[src/rtl/bf16_divider_if.sv]
// Operand/result handshake bundle for the BF16 divider.
// The slave side is the divider; the master side is whoever issues divisions.
interface bf16_divider_if;
    logic        in_valid;
    logic        in_ready;
    logic [15:0] in_a;
    logic [15:0] in_b;
    logic        out_valid;
    logic        out_ready;
    logic [15:0] out_data;

    modport master (
        output in_valid, in_a, in_b, out_ready,
        input  in_ready, out_valid, out_data
    );

    modport slave (
        input  in_valid, in_a, in_b, out_ready,
        output in_ready, out_valid, out_data
    );
endinterface

[src/rtl/bf16_divider.sv]
// Iterative BF16 divider: specials resolve at accept, normal operands run a
// 9-step restoring mantissa division (one quotient bit per cycle), truncating.
module bf16_divider (
    input  logic          clk,
    input  logic          rst,
    bf16_divider_if.slave bus
);
    typedef enum logic [1:0] {IDLE, DIV, NORM, DONE} state_t;

    state_t             state, state_nx;
    logic [3:0]         cnt;
    logic [8:0]         rem;
    logic [7:0]         mb;
    logic [8:0]         quo;
    logic signed [9:0]  ediff;
    logic               sign;
    logic [15:0]        result;

    // Operand classification; subnormals are flushed to zero here.
    logic [7:0]  ea, eb;
    logic [6:0]  fa, fb;
    logic        a_zero, b_zero, a_inf, b_inf, a_nan, b_nan, s_in;
    logic        special, accept;
    logic [15:0] special_res;

    always_comb begin
        ea     = bus.in_a[14:7];
        eb     = bus.in_b[14:7];
        fa     = bus.in_a[6:0];
        fb     = bus.in_b[6:0];
        s_in   = bus.in_a[15] ^ bus.in_b[15];
        a_zero = (ea == 8'h00);
        b_zero = (eb == 8'h00);
        a_inf  = (ea == 8'hFF) && (fa == 7'h0);
        b_inf  = (eb == 8'hFF) && (fb == 7'h0);
        a_nan  = (ea == 8'hFF) && (fa != 7'h0);
        b_nan  = (eb == 8'hFF) && (fb != 7'h0);

        special     = 1'b1;
        special_res = 16'h0000;
        if (a_nan || b_nan || (a_zero && b_zero) || (a_inf && b_inf))
            special_res = 16'h7FC0;
        else if (a_inf || b_zero)
            special_res = {s_in, 8'hFF, 7'h0};
        else if (a_zero || b_inf)
            special_res = {s_in, 15'h0};
        else
            special = 1'b0;
    end

    assign accept = bus.in_valid && (state == IDLE);

    // One restoring step: compare, conditionally subtract, shift.
    logic       ge;
    logic [8:0] rem_sub, rem_nx;

    always_comb begin
        ge      = (rem >= {1'b0, mb});
        rem_sub = ge ? (rem - {1'b0, mb}) : rem;
        rem_nx  = {rem_sub[7:0], 1'b0};
    end

    // Normalisation and range clamp of the finished quotient.
    logic signed [9:0] e_norm;
    logic [6:0]        frac_norm;
    logic [15:0]       norm_res;

    always_comb begin
        e_norm    = quo[8] ? (ediff + 10'sd127) : (ediff + 10'sd126);
        frac_norm = quo[8] ? quo[7:1] : quo[6:0];
        if (e_norm >= 10'sd255)
            norm_res = {sign, 8'hFF, 7'h0};
        else if (e_norm <= 10'sd0)
            norm_res = {sign, 15'h0};
        else
            norm_res = {sign, e_norm[7:0], frac_norm};
    end

    always_ff @(posedge clk or posedge rst) begin
        if (rst)
            state <= IDLE;
        else
            state <= state_nx;
    end

    always_comb begin
        state_nx = state;
        case (state)
            IDLE: if (accept) state_nx = special ? DONE : DIV;
            DIV:  if (cnt == 4'd0) state_nx = NORM;
            NORM: state_nx = DONE;
            DONE: if (bus.out_ready) state_nx = IDLE;
            default: state_nx = IDLE;
        endcase
    end

    always_ff @(posedge clk or posedge rst) begin
        if (rst) begin
            cnt    <= 4'd0;
            rem    <= 9'd0;
            mb     <= 8'd0;
            quo    <= 9'd0;
            ediff  <= 10'sd0;
            sign   <= 1'b0;
            result <= 16'h0000;
        end else begin
            case (state)
                IDLE: if (accept) begin
                    sign  <= s_in;
                    ediff <= $signed({2'b00, ea}) - $signed({2'b00, eb});
                    rem   <= {2'b01, fa};
                    mb    <= {1'b1, fb};
                    quo   <= 9'd0;
                    cnt   <= 4'd8;
                    if (special) result <= special_res;
                end
                DIV: begin
                    rem <= rem_nx;
                    quo <= {quo[7:0], ge};
                    if (cnt != 4'd0) cnt <= cnt - 4'd1;
                end
                NORM: result <= norm_res;
                default: ;
            endcase
        end
    end

    assign bus.in_ready  = (state == IDLE);
    assign bus.out_valid = (state == DONE);
    assign bus.out_data  = result;
endmodule

[src/flat_wrapper.sv]
// flat-port wrapper written by rule: the top's interface ports become plain ports
module bf16_divider_flat 
  (clk, rst, bus_in_valid, bus_in_a, bus_in_b, bus_out_ready, bus_in_ready, bus_out_valid, bus_out_data);
  bf16_divider_if bus_i ();
  input  logic clk;
  input  logic rst;
  input wire logic [$bits(bus_i.in_valid)-1:0] bus_in_valid;
  input wire logic [$bits(bus_i.in_a)-1:0] bus_in_a;
  input wire logic [$bits(bus_i.in_b)-1:0] bus_in_b;
  input wire logic [$bits(bus_i.out_ready)-1:0] bus_out_ready;
  output wire logic [$bits(bus_i.in_ready)-1:0] bus_in_ready;
  output wire logic [$bits(bus_i.out_valid)-1:0] bus_out_valid;
  output wire logic [$bits(bus_i.out_data)-1:0] bus_out_data;
  assign bus_i.in_valid = bus_in_valid;
  assign bus_i.in_a = bus_in_a;
  assign bus_i.in_b = bus_in_b;
  assign bus_i.out_ready = bus_out_ready;
  assign bus_in_ready = bus_i.in_ready;
  assign bus_out_valid = bus_i.out_valid;
  assign bus_out_data = bus_i.out_data;
  bf16_divider u_core (.clk(clk), .rst(rst), .bus(bus_i));
endmodule
[config.mk]
export PLATFORM = sky130hd
export DESIGN_NAME = bf16_divider_flat
export DESIGN_NICKNAME = d
export VERILOG_FILES = /design/src/rtl/bf16_divider_if.sv /design/src/rtl/bf16_divider.sv /design/src/flat_wrapper.sv
export SDC_FILE = /design/constraint.sdc
export NUM_CORES = 1
export LEC_CHECK = 0
export CORE_UTILIZATION = 30
export DETAILED_ROUTE_END_ITERATION = 8
export GPL_TIMING_DRIVEN = 0
export PLACE_DENSITY = 0.55
export RECOVER_POWER = 100
export SYNTH_ARGS = -nofsm -noshare
export SYNTH_HDL_FRONTEND = slang
export SYNTH_SLANG_ARGS = --single-unit
[constraint.sdc]
create_clock -name clk -period 3.35 [get_ports clk]
set_input_delay 0.335 -clock clk [delete_from_list [all_inputs] [get_ports clk]]
set_output_delay 0.335 -clock clk [all_outputs]
set_load 0.02 [all_outputs]
; ---- Word level (Yosys, flattened, before mapping)
; Index checks and enable logic that the tools add are counted.
[totals]
register_bits = 59
word_cells = 81
inputBits = 36
[op_classes]
n_bitwise = 1
n_eq_ne = 10
n_lt_le_gt_ge = 3
add_sub_neg = 5
mux = 26
reduce_logical = 28
[ops]
columns = operator, count
row1 = two-way mux 16 bit, 5
row2 = one-hot mux 9 bit (2 select lines), 2
row3 = one-hot mux 16 bit (2 select lines), 1
row4 = two-way mux 15 bit, 2
row5 = adder 10 x 8 -> 10 bit (second input constant), 2
row6 = two-way mux 9 bit, 2
row7 = equality test 8 bit (second input constant), 2
row8 = logical NOT 8 bit, 2
row9 = logical NOT 7 bit, 2
row10 = nonzero test 7 bit, 2
row11 = >= comparator 10 x 9 -> 1 bit (second input constant), 1
row12 = <= comparator 10 x 1 -> 1 bit (second input constant), 1
row13 = two-way mux 10 bit, 1
row14 = >= comparator 9 x 8 -> 1 bit, 1
row15 = AND reduction 3 bit, 3
row16 = subtractor 8 x 8 -> 9 bit, 1
row17 = two-way mux 2 bit, 4
row18 = two-way mux 4 bit, 2
row19 = two-way mux 8 bit, 1
row20 = inequality test 2 x 1 -> 1 bit (second input constant), 4
row21 = one-hot mux 2 bit (4 select lines), 1
row22 = one-hot mux 4 bit (2 select lines), 1
row23 = subtractor 8 bit, 1
row24 = logical AND 1 bit, 7
row25 = other kinds (13), 22

; ---- Longest topological paths before layout
[logic_depth]
depth_word = 9
mapped_depth = 10

; ---- Least setup slack after synthesis
; No wires, ideal clock.
[synth_timing]
path_kind = reg-to-reg
start = register u_core.ediff[0]
end = register u_core.result[9] (netlist: u_core.bus.out_data[9])
arrival_time_ns = 2.184
setup_time_ns = 0.121
period_less_slack_ns = 2.305
path_stages_with_launch = 10
required_ns = 3.229
path_buffers = 0
slack_ns = 1.045
cell_sequence = dfrtp_1 inv_1 ha_1 nand2_1 a211o_2 xor2_1 nor4bb_1 a41oi_4 nor2b_1 o22a_1
[synth_via]
elab_chain_len = 6
elab_cells_between_ends = 8
[synth_rtl]
columns = item, line_no
row1 = from (decl), bf16_divider.sv:15  ; logic signed [9:0] ediff;
row2 = from (signal assigned), bf16_divider.sv:110  ; ediff <= $signed({2'b00, ea}) - $signed({2'b00, eb});
row3 = adder 10 x 8 -> 10 bit, bf16_divider.sv:69  ; e_norm = quo[8] ? (ediff + 10'sd127) : (ediff + 10'sd126);
row4 = two-way mux 10 bit *, bf16_divider.sv:69
row5 = <= comparator 10 x 1 -> 1 bit, bf16_divider.sv:73  ; else if (e_norm <= 10'sd0)
row6 = two-way mux 15 bit, bf16_divider.sv:73
row7 = two-way mux 15 bit *, bf16_divider.sv:71  ; if (e_norm >= 10'sd255)
row8 = one-hot mux 16 bit (2 select lines) *, bf16_divider.sv:107  ; case (state)
row9 = to (signal assigned), bf16_divider.sv:115  ; if (special) result <= special_res;
row10 = to (signal assigned), bf16_divider.sv:122  ; NORM: result <= norm_res;
row11 = to (decl), bf16_divider.sv:17  ; logic [15:0] result;
; Mark *: on every way between the ends. The rest lies on a longest branch, timed or not.
; A chain may end at the register's enable or synchronous reset.

; ---- Worst setup path after layout
[layout_timing]
start = register u_core.mb[1]
end = register u_core.rem[6]
[layout_via]
elab_chain_len = 3
elab_cells_between_ends = 4
[layout_rtl]
columns = item, line_no
row1 = from (decl), bf16_divider.sv:13  ; logic [7:0] mb;
row2 = from (signal assigned), bf16_divider.sv:112  ; mb <= {1'b1, fb};
row3 = subtractor 8 bit or >= comparator 9 x 8 -> 1 bit (tied branches), "bf16_divider.sv:59, bf16_divider.sv:58"
row4 = two-way mux 8 bit *, bf16_divider.sv:59  ; rem_sub = ge ? (rem - {1'b0, mb}) : rem;
row5 = one-hot mux 9 bit (2 select lines) *, bf16_divider.sv:107
row6 = to (signal assigned), bf16_divider.sv:111  ; rem <= {2'b01, fa};
row7 = to (signal assigned), bf16_divider.sv:118  ; rem <= rem_nx;
row8 = to (decl), bf16_divider.sv:12  ; logic [8:0] rem;
; Marked as above.

==> implementation parameters <==
Parameter                              Value

Outcome
  Outcome ... finished, final reports clean

Layout
  Final instance area ... ~5000 um^2
  Most common cell after layout, fill and taps aside ... sky130_fd_sc_hd__dfrtp_1
  Most frequent cells in the layout ... 58 x sky130_fd_sc_hd__dfrtp_1, 46 x sky130_fd_sc_hd__inv_1, 37 x sky130_fd_sc_hd__nand2_1
  Number of standard cells in the final layout excluding fillers ... 672
  Count of nets after finishing ... about 560
  Post-layout utilization of the core ... 0.393
  FILL cells ... between 1000 and 1500
  Register Area ... approximately 1500 um^2
  Layout overhead on the synthesized area ... 26.7%
  Fraction of final layout cells with drive strength greater than 1 ... 0.0960
  Total inserted antenna cells ... 0
  Footprint of the multi-input gates ... 2230 um^2

Power and ir drop
  Power share of the sequential group ... 0.254
  Switch share ... 0.430
  Leakage power ... 2.14 nW
  Total power ... approximately 4.8 mW
  Logic pwr share ... 0.535
  Proportion of power drawn by the clock network ... 0.211
  P_sw ... a little over 2 mW
  Power density over the cells ... between 900 and 1000 nW/um^2
  Worst vdd rail ir drop ... approximately 0.4 mV
  Internal portion of total power ... around 2.7 mW

CTS
  Clock tree from TritonCTS ... built
  Clock buffer count from CTS ... 9
  Skew-Pair Late Insertion Delay ... 0.33 ns
  Cell at the root of the clock tree ... sky130_fd_sc_hd__clkbuf_16
  Number of gates resized after CTS ... 0
  Number of buffers between clock root and the deepest sink ... 2
  Clock tree sinks ... 58
  Total number of H-tree levels ... 3
  Post-CTS repair timing setup buffer count ... 0
  Cts hold-fix bufs ... 0
  Reg clk slew, reported paths ... about 0.05 ns

Drt
  Detailed-route wire length ... between 9 and 10 mm
  Routed len/inst ... between 10 and 15 um
  Number of vias after detailed routing ... approximately 3400
  Post-DRT Antenna Nets ... 0
  First DRT Iteration DRCs ... 186
  Number of remaining DRC errors ... 0
  Vias per std cell ... roughly 5.1
  DRT Pass-1 Iters ... 5

STA
  Final number of setup-violating endpoints ... 0
  Final-report max-slew violation count ... 0
  Max Clock Freq ... about 340 MHz
  Setup tns final ... 0 ns
  Final worst hold slack ... approximately 0.45 ns
  Final setup skew ... approximately 0.0063 ns
  Fin crit share ... 0.868
  Fin. Hold Viols ... 0
  Final critical-path required period ... 2.91 ns
  Max-slew headroom at the worst pin ... 0.144
  Least-Margin Pin Slew ... approximately 1.3 ns
  Setup repair after global routing missed its margin ... false
  Final WS setup ... ~0.44 ns

Synth
  Area leader, netlist ... sky130_fd_sc_hd__dfrtp_1
  Main flop type after synthesis ... sky130_fd_sc_hd__dfrtp_1
  Synthesized-area fraction occupied by adder cells ... 0.0890
  Cells after synthesis ... 430
  Synth Area in Compound Gates ... 0.237
  Post-synthesis xor/xnor area fraction ... 0.0265
  Dominant cells by area after synthesis ... sky130_fd_sc_hd__dfrtp_1 37%, sky130_fd_sc_hd__ha_1 7.9%, sky130_fd_sc_hd__inv_1 4.4%
  Register bit count reported by yosys ... slightly below 60
  Post-synth ARST share ... 1.00
  Share of synthesized cell area in and, or, nand and nor gates ... 0.170
  Netlist area before placement ... a little under 4000 um^2
  Top cell type's share of synthesized area ... 0.366
  Synthesized net count ... ~490
  Largest family of logic cells by synthesized area ... compound AO/OA/AOI/OAI gates
  Mux share of post-synthesis cell area ... 0.0458
  Number of flops mapped to enable cells by yosys ... 0
  Register area share after synthesis ... 0.366
  Number of distinct standard cells referenced by the synthesized netlist ... slightly below 80
  Warnings from Yosys ... 0
  Synth Area per Inst ... a little over 9 um^2

Die
  Die Area ... 13700 um^2
  Die span in y ... 117 um
  Core footprint ... 12800 um^2
  Overall die width ... between 100 and 150 um
  I/O pins ... 54
  Num rows ... slightly above 40
  Effective utilization at floorplan ... 0.310

Place
  Post-detailed-placement half-perimeter wirelength ... ~7.6 mm
  Placed cell count ... approximately 660
  Worst slack after detailed placement ... approximately 0.46 ns
  Number of buffers inserted by port buffering ... 53
  Global placement routability congestion ... 0.824
  Cell area reported after detailed placement ... 4730 um^2

GRT
  Largest net degree at the start of global routing ... 41
  Vias in the first global route ... about 3400
  Congestion Overflow GR ... 0
  Antenna violations before repair ... 0
  First-pass GRT wire length ... about 17 mm
  Total GRT Usage ... 0.157

Critical path
  Type of element capturing the critical path ... register
  Max Fanout on Critical Path ... 10
  Data arrival time of the critical path ... ~3.1 ns
  CP Data Required Time ... approximately 3.6 ns
  Nature of the critical path startpoint ... register
  Critical path type ... reg2reg
  Slack of the worst reg-to-reg path ... roughly 0.44 ns

Min path
  Worst min-delay path category ... reg2reg

Job
  Max-Cap Viols ... 0
flip-flops by register name (all words and copies together) (netlist names):
signal / cells
u_core.ediff: 9
u_core.bus.out_data: 16
u_core.sign: 1
u_core.quo: 9
u_core.cnt: 4
u_core.rem: 9
u_core.mb: 8
u_core.state: 2
power by group through the flow:
stage	Clock, mW	Combinational (mW)	Sequential (mW)
floorplan	0	1.86	1.27
global placement	0	2.58	1.22
detailed placement	0	2.63	1.23
CTS	1.04	2.64	1.22
global route	1.07	2.90	1.26
finish	1.01	2.56	1.21
final timing paths:
path                                           to          from  cells after the start
max                                 u_core.rem[6]  u_core.mb[1]                      9
min                                  u_core.mb[7]  u_core.mb[7]                      2
max reg2reg                         u_core.rem[6]  u_core.mb[1]                      9
min reg2reg                          u_core.mb[7]  u_core.mb[7]                      2
max in group asynchronous         u_core.ediff[6]           rst                      3
min in group asynchronous  u_core.bus.out_data[2]           rst                      2
cell type report:
| class | instances | share of cell area |
|---|---|---|
| sequential | 58 | 0.289 |
| clock inverter | 7 | 0.0202 |
| timing repair buffer | 54 | 0.107 |
| inverter | 46 | 0.0344 |
| tap | 172 | 0.0429 |
| buffer | 17 | 0.0169 |
| multi-input combinational | 309 | 0.445 |
| clock buffer | 9 | 0.0449 |
layer usage:
metal / up-vias / GRT usage / routed length (um) / share of wire
met5: - / 0 / 0 / 0
met3: 4 / 0.0376 / 378 / 0.039
met4: 0 / 0.0338 / 50 / 0.0051
li1: 1696 / - / - / -
met2: 66 / 0.260 / 4570 / 0.47
met1: 1652 / 0.207 / 4730 / 0.49
Yosys cell counts, drive strengths merged (8+ instances only):
cell,n
a21oi,20
a22o,10
clkbuf,9
dfrtp,58
ha,25
inv,46
mux2,9
mux2i,8
nand2,37
nand4,9
nor2,22
nor3,12
o21ai,37
o22a,8
o22ai,8
xnor2,9
cells by family after synthesis:
family | after synthesis
xor gates and xnor gates | 12
and+or+nand+nor | 126
AOI/OAI and AO/OA | 127
muxes | 17
buffers and inverters | 63
adders and majority gates | 27
DFF | 58
critical path: stages, from the launching register on:
cell,delay [ns]
sky130_fd_sc_hd__dfrtp_1,0.39
sky130_fd_sc_hd__inv_1,0.07
sky130_fd_sc_hd__ha_1,0.30
sky130_fd_sc_hd__nor2b_1,0.14
sky130_fd_sc_hd__o31ai_1,0.39
sky130_fd_sc_hd__a21oi_1,0.18
sky130_fd_sc_hd__o41ai_2,0.50
sky130_fd_sc_hd__clkbuf_1,0.37
sky130_fd_sc_hd__o21ai_0,0.16
sky130_fd_sc_hd__a221oi_1,0.29
(Power assumes the default switching activity.)
